File: src/rtl/axi4_ar_sender.sv
// AXI4 read-address sender: captures one slave AR request, asks the address
// translation unit for a result, then either forwards the translated request
// on the master AR channel or hands it to the R sender as a drop.
module axi4_ar_sender #(
   parameter int AXI_ADDR_WIDTH = 32,
   parameter int AXI_ID_WIDTH   = 4,
   parameter int AXI_USER_WIDTH = 4
) (
   input  logic                      axi4_aclk,
   input  logic                      axi4_arst,
   // slave AR channel
   input  logic [AXI_ID_WIDTH-1:0]   s_axi4_arid,
   input  logic [AXI_ADDR_WIDTH-1:0] s_axi4_araddr,
   input  logic [7:0]                s_axi4_arlen,
   input  logic [2:0]                s_axi4_arsize,
   input  logic [1:0]                s_axi4_arburst,
   input  logic                      s_axi4_arlock,
   input  logic [2:0]                s_axi4_arprot,
   input  logic [3:0]                s_axi4_arcache,
   input  logic [AXI_USER_WIDTH-1:0] s_axi4_aruser,
   input  logic                      s_axi4_arvalid,
   output logic                      s_axi4_arready,
   // translation lookup
   output logic                      lookup_valid_o,
   output logic [AXI_ADDR_WIDTH-1:0] lookup_addr_o,
   output logic [AXI_ID_WIDTH-1:0]   lookup_id_o,
   input  logic                      rsp_valid_i,
   input  logic                      rsp_accept_i,
   input  logic [AXI_ADDR_WIDTH-1:0] rsp_addr_i,
   input  logic                      rsp_prefetch_i,
   input  logic                      rsp_hit_i,
   // drop path towards the R sender
   output logic                      drop_o,
   output logic [7:0]                drop_len_o,
   output logic [AXI_ID_WIDTH-1:0]   drop_id_o,
   output logic                      drop_prefetch_o,
   output logic                      drop_hit_o,
   input  logic                      drop_done_i,
   // master AR channel
   output logic [AXI_ID_WIDTH-1:0]   m_axi4_arid,
   output logic [AXI_ADDR_WIDTH-1:0] m_axi4_araddr,
   output logic [7:0]                m_axi4_arlen,
   output logic [2:0]                m_axi4_arsize,
   output logic [1:0]                m_axi4_arburst,
   output logic                      m_axi4_arlock,
   output logic [2:0]                m_axi4_arprot,
   output logic [3:0]                m_axi4_arcache,
   output logic [AXI_USER_WIDTH-1:0] m_axi4_aruser,
   output logic                      m_axi4_arvalid,
   input  logic                      m_axi4_arready,
   // statistics
   output logic [15:0]               drop_cnt_o
);

   typedef enum logic [1:0] {
      ST_IDLE    = 2'd0,
      ST_LOOKUP  = 2'd1,
      ST_FORWARD = 2'd2,
      ST_DROP    = 2'd3
   } state_t;

   state_t                    state_r;
   state_t                    state_nxt_s;
   logic                      cap_en_s;
   logic                      rsp_en_s;
   logic                      cnt_en_s;
   logic [15:0]               drop_cnt_nxt_s;

   logic [AXI_ID_WIDTH-1:0]   arid_r;
   logic [AXI_ADDR_WIDTH-1:0] araddr_r;
   logic [7:0]                arlen_r;
   logic [2:0]                arsize_r;
   logic [1:0]                arburst_r;
   logic                      arlock_r;
   logic [2:0]                arprot_r;
   logic [3:0]                arcache_r;
   logic [AXI_USER_WIDTH-1:0] aruser_r;
   logic [AXI_ADDR_WIDTH-1:0] xaddr_r;
   logic                      prefetch_r;
   logic                      hit_r;
   logic [15:0]               drop_cnt_r;

   // Next-state decode plus the capture/response/count strobes.
   always_comb begin
      state_nxt_s = state_r;
      cap_en_s    = 1'b0;
      rsp_en_s    = 1'b0;
      cnt_en_s    = 1'b0;
      case (state_r)
         ST_IDLE: begin
            if (s_axi4_arvalid) begin
               cap_en_s    = 1'b1;
               state_nxt_s = ST_LOOKUP;
            end else begin
               state_nxt_s = ST_IDLE;
            end
         end
         ST_LOOKUP: begin
            if (rsp_valid_i) begin
               rsp_en_s = 1'b1;
               if (rsp_accept_i) begin
                  state_nxt_s = ST_FORWARD;
               end else begin
                  state_nxt_s = ST_DROP;
               end
            end else begin
               state_nxt_s = ST_LOOKUP;
            end
         end
         ST_FORWARD: begin
            if (m_axi4_arready) begin
               state_nxt_s = ST_IDLE;
            end else begin
               state_nxt_s = ST_FORWARD;
            end
         end
         ST_DROP: begin
            if (drop_done_i) begin
               cnt_en_s    = 1'b1;
               state_nxt_s = ST_IDLE;
            end else begin
               state_nxt_s = ST_DROP;
            end
         end
         default: begin
            state_nxt_s = ST_IDLE;
         end
      endcase
   end

   // Saturating next value of the dropped-burst counter.
   always_comb begin
      drop_cnt_nxt_s = drop_cnt_r;
      if (cnt_en_s && (drop_cnt_r != 16'hFFFF)) begin
         drop_cnt_nxt_s = drop_cnt_r + 16'd1;
      end else begin
         drop_cnt_nxt_s = drop_cnt_r;
      end
   end

   // State register and drop counter.
   always_ff @(posedge axi4_aclk) begin
      if (axi4_arst) begin
         state_r    <= ST_IDLE;
         drop_cnt_r <= 16'd0;
      end else begin
         state_r    <= state_nxt_s;
         drop_cnt_r <= drop_cnt_nxt_s;
      end
   end

   // Request payload capture and translation result registers.
   always_ff @(posedge axi4_aclk) begin
      if (axi4_arst) begin
         arid_r     <= '0;
         araddr_r   <= '0;
         arlen_r    <= 8'd0;
         arsize_r   <= 3'd0;
         arburst_r  <= 2'd0;
         arlock_r   <= 1'b0;
         arprot_r   <= 3'd0;
         arcache_r  <= 4'd0;
         aruser_r   <= '0;
         xaddr_r    <= '0;
         prefetch_r <= 1'b0;
         hit_r      <= 1'b0;
      end else begin
         if (cap_en_s) begin
            arid_r    <= s_axi4_arid;
            araddr_r  <= s_axi4_araddr;
            arlen_r   <= s_axi4_arlen;
            arsize_r  <= s_axi4_arsize;
            arburst_r <= s_axi4_arburst;
            arlock_r  <= s_axi4_arlock;
            arprot_r  <= s_axi4_arprot;
            arcache_r <= s_axi4_arcache;
            aruser_r  <= s_axi4_aruser;
         end
         if (rsp_en_s) begin
            xaddr_r    <= rsp_addr_i;
            prefetch_r <= rsp_prefetch_i;
            hit_r      <= rsp_hit_i;
         end
      end
   end

   // Handshake flags come straight from the state register; they are held
   // low while reset is asserted so nothing leaks out during the reset cycle.
   assign s_axi4_arready  = (state_r == ST_IDLE)    && !axi4_arst;
   assign lookup_valid_o  = (state_r == ST_LOOKUP)  && !axi4_arst;
   assign m_axi4_arvalid  = (state_r == ST_FORWARD) && !axi4_arst;
   assign drop_o          = (state_r == ST_DROP)    && !axi4_arst;

   assign lookup_addr_o   = araddr_r;
   assign lookup_id_o     = arid_r;

   assign drop_len_o      = arlen_r;
   assign drop_id_o       = arid_r;
   assign drop_prefetch_o = prefetch_r;
   assign drop_hit_o      = hit_r;

   assign m_axi4_arid     = arid_r;
   assign m_axi4_araddr   = xaddr_r;
   assign m_axi4_arlen    = arlen_r;
   assign m_axi4_arsize   = arsize_r;
   assign m_axi4_arburst  = arburst_r;
   assign m_axi4_arlock   = arlock_r;
   assign m_axi4_arprot   = arprot_r;
   assign m_axi4_arcache  = arcache_r;
   assign m_axi4_aruser   = aruser_r;

   assign drop_cnt_o      = drop_cnt_r;

endmodule

File: config.mk
export PLATFORM = sky130hd
export DESIGN_NAME = axi4_ar_sender
export DESIGN_NICKNAME = d
export VERILOG_FILES = /design/src/rtl/axi4_ar_sender.sv
export SDC_FILE = /design/constraint.sdc
export NUM_CORES = 1
export LEC_CHECK = 0
export BUFFER_PORTS_ARGS = -buffer_cell sky130_fd_sc_hd__buf_2
export CORE_UTILIZATION = 45
export CTS_BUF_LIST = sky130_fd_sc_hd__clkbuf_4 sky130_fd_sc_hd__clkbuf_8 sky130_fd_sc_hd__clkbuf_16
export CTS_CLUSTER_DIAMETER = 50
export DETAILED_ROUTE_END_ITERATION = 10
export PLACE_DENSITY = 0.89
export SLEW_MARGIN = 20
export SYNTH_ARGS = -nofsm -noshare
export SYNTH_HDL_FRONTEND = slang
export SYNTH_SLANG_ARGS = --single-unit
export TNS_END_PERCENT = 20
File: constraint.sdc
create_clock -name axi4_aclk -period 2.35 [get_ports axi4_aclk]
set_input_delay 0.705 -clock axi4_aclk [delete_from_list [all_inputs] [get_ports axi4_aclk]]
set_output_delay 0.705 -clock axi4_aclk [all_outputs]
set_load 0.02 [all_outputs]
==> metrics.txt <==
outcome=finished clean; placed cell area=5460 µm²; setup violators final=0; # hold bufs at CTS=0; TritonCTS buffer count=17; Logic pwr share=11.9%; pre-CTS setup slack=between 0.1 and 0.15 ns; Total GRT Usage=21.6%; most common library cells after synthesis=199 x nand2_1, 113 x dfxtp_1, 104 x a21oi_1; share of the synthesized area in the top cell type=52.3%; vias per std cell=4.83; Initial Util=between 40% and 50%; filler cell count=840; PortBufs=232; full die area=10000 µm²; Synth Flop Type=dfxtp_1; nets=854; Pint=3.89 mW; Syn. warnings=0; leakage power=2.84 nW; Switch Pwr=~1.3 mW; Synth area leader=dfxtp_1; DRC viols=0; # IOs=~230; final wirelength=about 11000 µm; Critical Path AT=1.51 ns; row count=35; Cell Area, Synth=4320 µm²; first-pass GRT wire length=17300 µm; CP endpoint kind=output pin; DR iter-0 viols=152; Die X-Extent=~100 µm; initial antenna violation count=0; WL/cell=around 13 µm; final setup margin=0.136 ns; sequential fraction of the synthesis area=52.3%; CTS max path bufs=2; most common cell in the netlist=nand2_1; Fin Hold WS=0.449 ns; post-route cell area=6050 µm²; Post-Synthesis Cells=between 500 and 600; Setup Buffers After CTS=0; Setup TNS=0 ns; RSZ-0062 raised after global routing=false; Clock transition at path regs=around 0.05 ns; PD cells=~860 nW/µm²; total number of vias=4311; max-slew violations=0; syn nets=649; hpwl dp=7810 µm; DR pass1 iterations=5; total global routing overflow=0; Area Overhead vs Synth=40.0%; RePlAce Congestion=0.810; worst vdd ir=0.629 mV; Final Skew=between 0.01 and 0.015 ns; Slew headroom=57.5%; clock root cell=clkbuf_8; Async SR Flop Fraction=0%; fmax=452 MHz; clk_lat worst skew=0.48 ns; # H-tree levels=4; TritonCTS clock tree=done; Hold Fails Final Rpt=0; Worst EP required=approximately 1.6 ns; share of cells above drive strength 1=36.8%; synth unique cells=39; DIE HEIGHT=100 µm; pin count of the biggest net entering global routing=a little over 60; Post-synth EDFFs=0; sequential fraction of design power=40.1%; vias in the first global route=between 3000 and 4000; Sw Share=24.7%; Antenna Nets Post-Route=0; CORE AREA=9280 µm²; Slew @ Worst Pin=0.638 ns; cells taking the most area after synthesis=dfxtp_1 52%, nand2_1 17%, a21oi_1 12%; FF+latch count, synth=113; clock share of power=48.0%; Startpoint Class=flip-flop; cts repair resizes=0; Final period util=94.2%; max_cap viols=0; Sinks on Clock Net=113; post-synthesis area per instance=~8 µm²; worst-path maximum fanout=12; critical path class=flip-flop to output pin; minimum clock period=around 2.2 ns; ANT cells=0; class of the worst hold path=flip-flop to flip-flop
==> worst paths after layout <==
| path | start | endpoint | slack [ns] | depth (start not counted) |
|---|---|---|---|---|
| max | state_r[0] | drop_o | 0.14 | 3 |
| min | lookup_addr_o[2] | lookup_addr_o[2] | 0.45 | 2 |
| max reg2reg | state_r[0] | drop_cnt_o[9] | 0.35 | 4 |
| min reg2reg | lookup_addr_o[2] | lookup_addr_o[2] | 0.45 | 2 |
==> layout make-up <==
type | instances | area [µm²] | area share [%]
Timing Repair Buffer | 240 | 1250 | 20.6
Clock buffer | 23 | 490 | 8.10
Sequential cell | 113 | 2260 | 37.4
Tap cell | 129 | 161 | 2.67
Clock inverter | 8 | 101 | 1.67
Multi-Input combinational cell | 376 | 1780 | 29.4
Inverter | 3 | 11.3 | 0.186
==> registers in the layout (all words and copies together), names as in the netlist, 3 cells and up <==
signal and cells:
drop_cnt_o 16, drop_id_o 4, drop_len_o 8, lookup_addr_o 32, m_axi4_araddr 32, m_axi4_arcache 4, m_axi4_arprot 3, m_axi4_arsize 3
m_axi4_aruser 4
==> power by group through the flow <==
stage | clock network (mW) | logic, mW | registers (mW)
floorplan | 0 | 0.275 | 2.22
global placement | 0 | 0.614 | 2.11
detailed placement | 0 | 0.623 | 2.11
CTS | 2.53 | 0.624 | 2.07
global route | 2.60 | 0.680 | 2.08
finish | 2.48 | 0.618 | 2.07
==> worst max-delay path: stages, from the launching register on <==
cell	delay, ns
dfxtp_1	0.55
nand2_1	0.19
nor2_1	0.12
buf_2	0.17
==> metrics by stage <==
| stage | std cells | utilization, % | power (mW) |
|---|---|---|---|
| 3_5_place_dp | 861 | 58.8 | 2.74 |
| 5_1_grt | 892 | 65.2 | 5.37 |
| 2_1_floorplan | 546 | - | 2.50 |
| 6_report | 892 | 65.2 | 5.18 |
| 3_3_place_gp | 861 | 58.8 | 2.72 |
| 4_1_cts | 892 | 65.2 | 5.23 |
==> layer usage <==
layer / GRT usage, % / routed length (µm) / share of wire, %
met5: 0 / 0 / 0
met4: 8.03 / 149 / 1.3
met3: 6.41 / 626 / 5.6
met2: 37.1 / 5630 / 50
met1: 25.6 / 4810 / 43
==> cell usage in the layout (no fill, tap or decap), types with 3 or more instances in the layout <==
cell,instances
a21oi_1,104
a31oi_1,3
buf_2,231
buf_4,7
clkbuf_16,16
clkbuf_8,6
clkinvlp_4,3
dfxtp_1,113
inv_1,3
mux2i_1,3
nand2_1,198
nand2b_1,3
nand3_1,3
nand4_1,6
nor2_1,10
nor2b_1,4
nor3_1,3
nor3b_1,4
o21ai_0,3
o31ai_1,4
or4_1,4
==> kinds of logic (layout without fill, tap and decap cells) <==
logic type,count (synthesis),in the layout,synth area share (%)
multiplexers,7,7,1.74
AND/OR/NAND/NOR,248,248,24.3
buffers and inverters,57,274,6.69
flip-flops,113,113,52.3
adder cells (fa/ha/maj),1,1,0.289
AO/OA/AOI/OAI,120,120,14.7
(Power assumes the default switching activity.)
